**config.mk**
```make
export PLATFORM = sky130hd
export DESIGN_NAME = htif_mem_bridge
export DESIGN_NICKNAME = d
export VERILOG_FILES = /design/src/rtl/htif_mem_bridge.sv
export SDC_FILE = /design/constraint.sdc
export NUM_CORES = 1
export LEC_CHECK = 0
export CAP_MARGIN = 20
export CORE_AREA = 2 2 121 123
export CTS_BUF_LIST = sky130_fd_sc_hd__clkbuf_16
export CTS_CLUSTER_SIZE = 16
export DETAILED_ROUTE_END_ITERATION = 8
export DIE_AREA = 0 0 123 125
export PLACE_DENSITY = 0.65
export SLEW_MARGIN = 30
export SYNTH_ARGS = -nofsm -noshare
export SYNTH_HDL_FRONTEND = slang
export SYNTH_SLANG_ARGS = --single-unit
export TNS_END_PERCENT = 20
```
**constraint.sdc**
```tcl
create_clock -name clk -period 2.3 [get_ports clk]
set_clock_uncertainty 0.05 [all_clocks]
set_input_delay 0.23 -clock clk [delete_from_list [all_inputs] [get_ports clk]]
set_output_delay 0.23 -clock clk [all_outputs]
set_load 0.02 [all_outputs]
```
**src/rtl/htif_mem_bridge.sv**
```systemverilog
// htif_mem_bridge: host request/response front end for the HTIF port of the
// shared byte memory. Decodes one header beat per command, then streams
// doubleword-aligned write bursts onto hw_* or read bursts from hr_* back onto
// the response stream.
`timescale 1ns/1ps

module htif_mem_bridge #(
  parameter int ADDR_WIDTH = 21,
  parameter int DATA_WIDTH = 64,
  parameter int MASK_WIDTH = DATA_WIDTH / 8
) (
  input  logic                  clk,
  input  logic                  rst_n,
  input  logic                  req_valid,
  output logic                  req_ready,
  input  logic [DATA_WIDTH-1:0] req_bits,
  output logic                  resp_valid,
  input  logic                  resp_ready,
  output logic [DATA_WIDTH-1:0] resp_bits,
  output logic [ADDR_WIDTH-1:0] hw_addr,
  output logic [DATA_WIDTH-1:0] hw_data,
  output logic [MASK_WIDTH-1:0] hw_mask,
  output logic                  hw_en,
  output logic [ADDR_WIDTH-1:0] hr_addr,
  input  logic [DATA_WIDTH-1:0] hr_data,
  output logic                  busy
);

  typedef enum logic [2:0] {
    ST_IDLE  = 3'd0,
    ST_WDATA = 3'd1,
    ST_WRESP = 3'd2,
    ST_RDATA = 3'd3,
    ST_ERESP = 3'd4
  } state_t;

  // One doubleword step; the sum wraps naturally at the top of the memory.
  localparam logic [ADDR_WIDTH-1:0] ADDR_STEP = {{(ADDR_WIDTH-4){1'b0}}, 4'b1000};

  state_t                  state_r;
  state_t                  state_nxt_s;
  logic [ADDR_WIDTH-1:0]   addr_r;
  logic [ADDR_WIDTH-1:0]   addr_nxt_s;
  logic [7:0]              cnt_r;
  logic [7:0]              cnt_nxt_s;
  logic [7:0]              nm1_r;
  logic [7:0]              nm1_nxt_s;
  logic                    req_ready_s;
  logic                    resp_valid_s;
  logic [DATA_WIDTH-1:0]   resp_bits_s;
  logic                    hw_en_s;
  logic [DATA_WIDTH-1:0]   status_ok_s;
  logic [DATA_WIDTH-1:0]   status_err_s;
  logic [ADDR_WIDTH-1:0]   hdr_addr_s;

  // Header address with the low three bits forced to a doubleword boundary.
  assign hdr_addr_s   = {req_bits[32+ADDR_WIDTH-1:35], 3'b000};
  // Status beats echo the burst length field; low two bits carry the status code.
  assign status_ok_s  = {{(DATA_WIDTH-16){1'b0}}, nm1_r, 6'b000000, 2'b00};
  assign status_err_s = {{(DATA_WIDTH-16){1'b0}}, nm1_r, 6'b000000, 2'b11};

  // Next-state, counter update and handshake decode for the command FSM.
  always_comb begin
    state_nxt_s  = state_r;
    addr_nxt_s   = addr_r;
    cnt_nxt_s    = cnt_r;
    nm1_nxt_s    = nm1_r;
    req_ready_s  = 1'b0;
    resp_valid_s = 1'b0;
    resp_bits_s  = {DATA_WIDTH{1'b0}};
    hw_en_s      = 1'b0;
    case (state_r)
      ST_IDLE: begin
        req_ready_s = 1'b1;
        if (req_valid) begin
          addr_nxt_s = hdr_addr_s;
          cnt_nxt_s  = req_bits[15:8];
          nm1_nxt_s  = req_bits[15:8];
          case (req_bits[1:0])
            2'b00:   state_nxt_s = ST_RDATA;
            2'b01:   state_nxt_s = ST_WDATA;
            default: state_nxt_s = ST_ERESP;
          endcase
        end else begin
          state_nxt_s = ST_IDLE;
        end
      end
      ST_WDATA: begin
        req_ready_s = 1'b1;
        hw_en_s     = req_valid;
        if (req_valid) begin
          addr_nxt_s = addr_r + ADDR_STEP;
          cnt_nxt_s  = cnt_r - 8'd1;
          if (cnt_r == 8'd0) begin
            state_nxt_s = ST_WRESP;
          end else begin
            state_nxt_s = ST_WDATA;
          end
        end else begin
          state_nxt_s = ST_WDATA;
        end
      end
      ST_WRESP: begin
        resp_valid_s = 1'b1;
        resp_bits_s  = status_ok_s;
        if (resp_ready) begin
          state_nxt_s = ST_IDLE;
        end else begin
          state_nxt_s = ST_WRESP;
        end
      end
      ST_RDATA: begin
        resp_valid_s = 1'b1;
        resp_bits_s  = hr_data;
        if (resp_ready) begin
          addr_nxt_s = addr_r + ADDR_STEP;
          cnt_nxt_s  = cnt_r - 8'd1;
          if (cnt_r == 8'd0) begin
            state_nxt_s = ST_IDLE;
          end else begin
            state_nxt_s = ST_RDATA;
          end
        end else begin
          state_nxt_s = ST_RDATA;
        end
      end
      ST_ERESP: begin
        resp_valid_s = 1'b1;
        resp_bits_s  = status_err_s;
        if (resp_ready) begin
          state_nxt_s = ST_IDLE;
        end else begin
          state_nxt_s = ST_ERESP;
        end
      end
      default: begin
        state_nxt_s = ST_IDLE;
      end
    endcase
  end

  // State, address, beat counter and echoed length registers.
  always_ff @(posedge clk or negedge rst_n) begin
    if (!rst_n) begin
      state_r <= ST_IDLE;
      addr_r  <= {ADDR_WIDTH{1'b0}};
      cnt_r   <= 8'd0;
      nm1_r   <= 8'd0;
    end else begin
      state_r <= state_nxt_s;
      addr_r  <= addr_nxt_s;
      cnt_r   <= cnt_nxt_s;
      nm1_r   <= nm1_nxt_s;
    end
  end

  // Reset holds the FSM in IDLE, but req_ready must also read low while
  // rst_n itself is low, so it is gated directly.
  assign req_ready  = req_ready_s & rst_n;
  assign resp_valid = resp_valid_s;
  assign resp_bits  = resp_bits_s;
  assign hw_en      = hw_en_s;
  assign hw_addr    = addr_r;
  assign hw_data    = req_bits;
  assign hw_mask    = {MASK_WIDTH{1'b1}};
  assign hr_addr    = addr_r;
  assign busy       = (state_r != ST_IDLE);

endmodule

```
==> flow_summary_export.csv <==
group,metric,value,unit
layout,multiInputGateArea,1700,um^2
setup_path,crit_type,"reg2out",
setup_path,cp-start-kind,"flip-flop",
power_and_ir_drop,total_power,5.70,mW
power_and_ir_drop,p_per_area,1030,nW/um^2
sta,final_hold_viol_count,0,
sta,fmax,0.445,GHz
global_routing,grt_max_degree,69,
global_routing,grt_pass1_vias,3644,
sta,setup_viol,0,
route,drtAntennaViolNets,0,
synth,ys_ff_latch,37,
setup_path,critical_path_arrival,1970,ps
power_and_ir_drop,ir_drop,0.000544,V
synth,syn_avg_cell_area,8.13,um^2
synth,synth_top_cell_by_area,"dfrtp_1",
global_routing,grt_use_total,17.3,%
route,drc_errors,0,
cts,root_buffer,"clkbuf_16",
route,drt-initial-drc-count,153,
synth,synthFlopType,"dfrtp_1",
hold_path,min_path_type,"in2async",
place,dp_slack,194,ps
setup_path,path_buf_inv,2,
cts,cts_htree_levels,2,
global_routing,grt_pass1_wl,20800,um
cts,cts_setup_buffers,0,
route,wl_per_cell,19.1,um
sta,tightest_slew,503,ps
route,wl,14200,um
layout,fillers,1466,
synth,synth_edf_count,0,
setup_path,r2r_slack,320,ps
die,start_util,24.6,%
setup_path,worstPathCellList,"nand2b_1 -> buf_4 -> o21ai_0 -> clkdlybuf4s50_1",
synth,synth_area,3490,um^2
cts,postCtsHoldBufs,0,
die,fp-row-count,44,
sta,slew_headroom,66.5,%
setup_path,crit_slowest_cell,"clkdlybuf4s50_1",
sta,slew_violations,0,
synth,synth_top_area_share,26.5,%
sta,setup_slack,52.5,ps
global_routing,overflow,0,
synth,ys_seq_area_share,26.5,%
setup_path,cp_data_required_time,2020,ps
route,dr.pass1.iters,4,
sta,rsz0062_at_grt,"yes",
layout,diodes,0,
setup_path,slowest_delay,660,ps
power_and_ir_drop,internal-power,3.13,mW
setup_path,cp-end-kind,"output port",
cts,clk_latency,280,ps
layout,syn2layout_area_growth,59.4,%
power_and_ir_drop,seq_power_share,24.4,%
flow_run,drv_cap,0,
power_and_ir_drop,clkPwrFrac,13.8,%
place,dp_hpwl,10800,um
route,via_per_inst,4.88,
sta,finalCriticalPeriod,2250,ps
cts,cts_tree,"yes",
route,vias,3631,
power_and_ir_drop,combPwrFrac,61.8,%
die,die_y,125,um
setup_path,cp_max_fo,7,
die,dieArea,15400,um^2
layout,final_nets,693,
synth,yosys_warnings,0,
die,core_area,14200,um^2
layout,seqCellArea,930,um^2
power_and_ir_drop,p_leak,2.73,nW
layout,utilization,39.1,%
cts,cts.sink_count,37,
setup_path,critPathTopFamily,"buffers and inverters",
power_and_ir_drop,sw_frac_of_total,45.1,%
die,die_w,123,um
synth,yosysUniqueCellTypes,56,
global_routing,grt_antenna_before_repair,0,
cts,clk_pin_slew,60,ps
power_and_ir_drop,p_sw,2.57,mW
synth,synthArstFlopShare,100,%
die,io_pins,314,
cts,cts_made_buffers,5,
synth,synthCells,429,
synth,synth_area_leaders,"dfrtp_1 27%, buf_4 21%, and3_1 10%",
cts,clock_path_buffers,2,
sta,finalCritPeriodShare,97.7,%
place,gp_congestion,0.842,
layout,drive_gt1_share,9.29,%
place,io_buffers,227,
status,status,"complete, no violations",
layout make-up:
cell class / count / share of cell area [%]
Timing Repair Buffer: 242 / 45.2
Multi-Input combinational cell: 268 / 30.6
Sequential cell: 37 / 16.7
Tap cell: 184 / 4.14
Clock buffer: 5 / 2.25
Clock inverter: 3 / 0.765
Inverter: 5 / 0.338
logic make-up (layout without fill, tap and decap cells):
logic type | after synthesis | after routing | share of synthesized area (%)
simple gates | 147 | 147 | 24.4
buf+inv | 136 | 255 | 26.6
compound gates | 92 | 92 | 17.5
flops | 37 | 37 | 26.5
mux | 13 | 13 | 4.02
fa+ha+maj | 2 | 2 | 0.717
other cells | 2 | 14 | 0.215
worst paths after layout:
path | from | end | depth (start not counted)
min in group clk | req_bits[20] | hw_data[20] | 0
max in group asynchronous | rst_n | state_r[2] | 2
worst max register to register | state_r[1] | hr_addr[16] | 6
worst min-delay path | rst_n | hr_addr[6] | 2
worst max-delay path | state_r[2] | resp_bits[12] | 4
worst min register to register | nm1_r[7] | nm1_r[7] | 1
layer usage:
metal / wire (um) / track usage, % / part of all wire (%) / vias to the layer above
met5: 0 / 0 / 0 / -
met4: 283 / 4.68 / 2.0 / 0
met3: 1480 / 5.66 / 10 / 28
met2: 7050 / 30.6 / 50 / 204
met1: 5430 / 19.8 / 38 / 1711
li1: - / - / - / 1688
layout by cell type, fill, tap and decap left out, types with 2 or more instances in the layout:
cell             instances
dlygate4sd2_1            9
and3_1                  57
nand3_1                  5
nand2b_1                 4
dfrtp_1                 34
mux2i_1                  5
o2bb2ai_1                2
nand2_1                 23
dfrtp_2                  3
o21ai_0                 23
and4_4                   2
a31oi_1                  5
inv_1                    6
a211oi_1                 2
nor3b_1                  2
a21oi_1                 22
clkbuf_16                6
mux2_2                   8
nor4_1                   6
clkdlybuf4s50_1        168
ha_1                     2
nor3_1                   5
o22ai_1                  4
nand4_1                  9
a2bb2oi_1                5
a21oi_2                  2
dlymetal6s2s_1          45
nor2_1                  18
a22oi_1                  2
a22o_1                   4
o21ai_1                  3
o22a_1                   5
o21a_1                   2
conb_1                  14
and4_1                   3
buf_4                   16
and2_1                   3
buf_12                   2
cells in the mapped netlist (5+ instances only):
cell        n
nor3_1      5
a21oi_1    23
nor4_1      6
inv_1       5
nand2_1    23
nor2_1     19
mux2_2      8
nand3_1     5
dfrtp_1    37
buf_2       9
clkbuf_1   18
buf_4      98
a31oi_1     5
and3_1     57
nand4_1     9
o21ai_0    23
buf_6       5
a2bb2oi_1   5
o22a_1      5
mux2i_1     5
flip-flops by register name, summed over array words and instances (netlist names):
signal and cells:
state_r 3, cnt_r 8, nm1_r 8, hr_addr 18
per-stage QoR:
stage	TNS, ps	hold WS [ps]	std cells	area (um^2)
after CTS	-30.3	59.8	743	5410
after detailed placement	0	364	735	5250
final	0	41.5	744	5560
after global placement	0	359	735	5250
after global routing	-16.8	91.6	744	5560
after floorplan	0	-116	441	3530
power by group through the flow:
stage	registers, mW	logic (mW)	clock network [mW]
after floorplan	1.41	2.12	0
after global placement	1.38	3.56	0
after detailed placement	1.40	3.58	0
after CTS	1.40	3.58	0.802
after global routing	1.46	3.77	0.824
final	1.39	3.53	0.785
timing repair:
action                                  in CTS  in global routing
endpoints found under the setup margin      57                 54
resized for setup                           10                 49
cloned                                       0                  1
(Power assumes the default switching activity.)
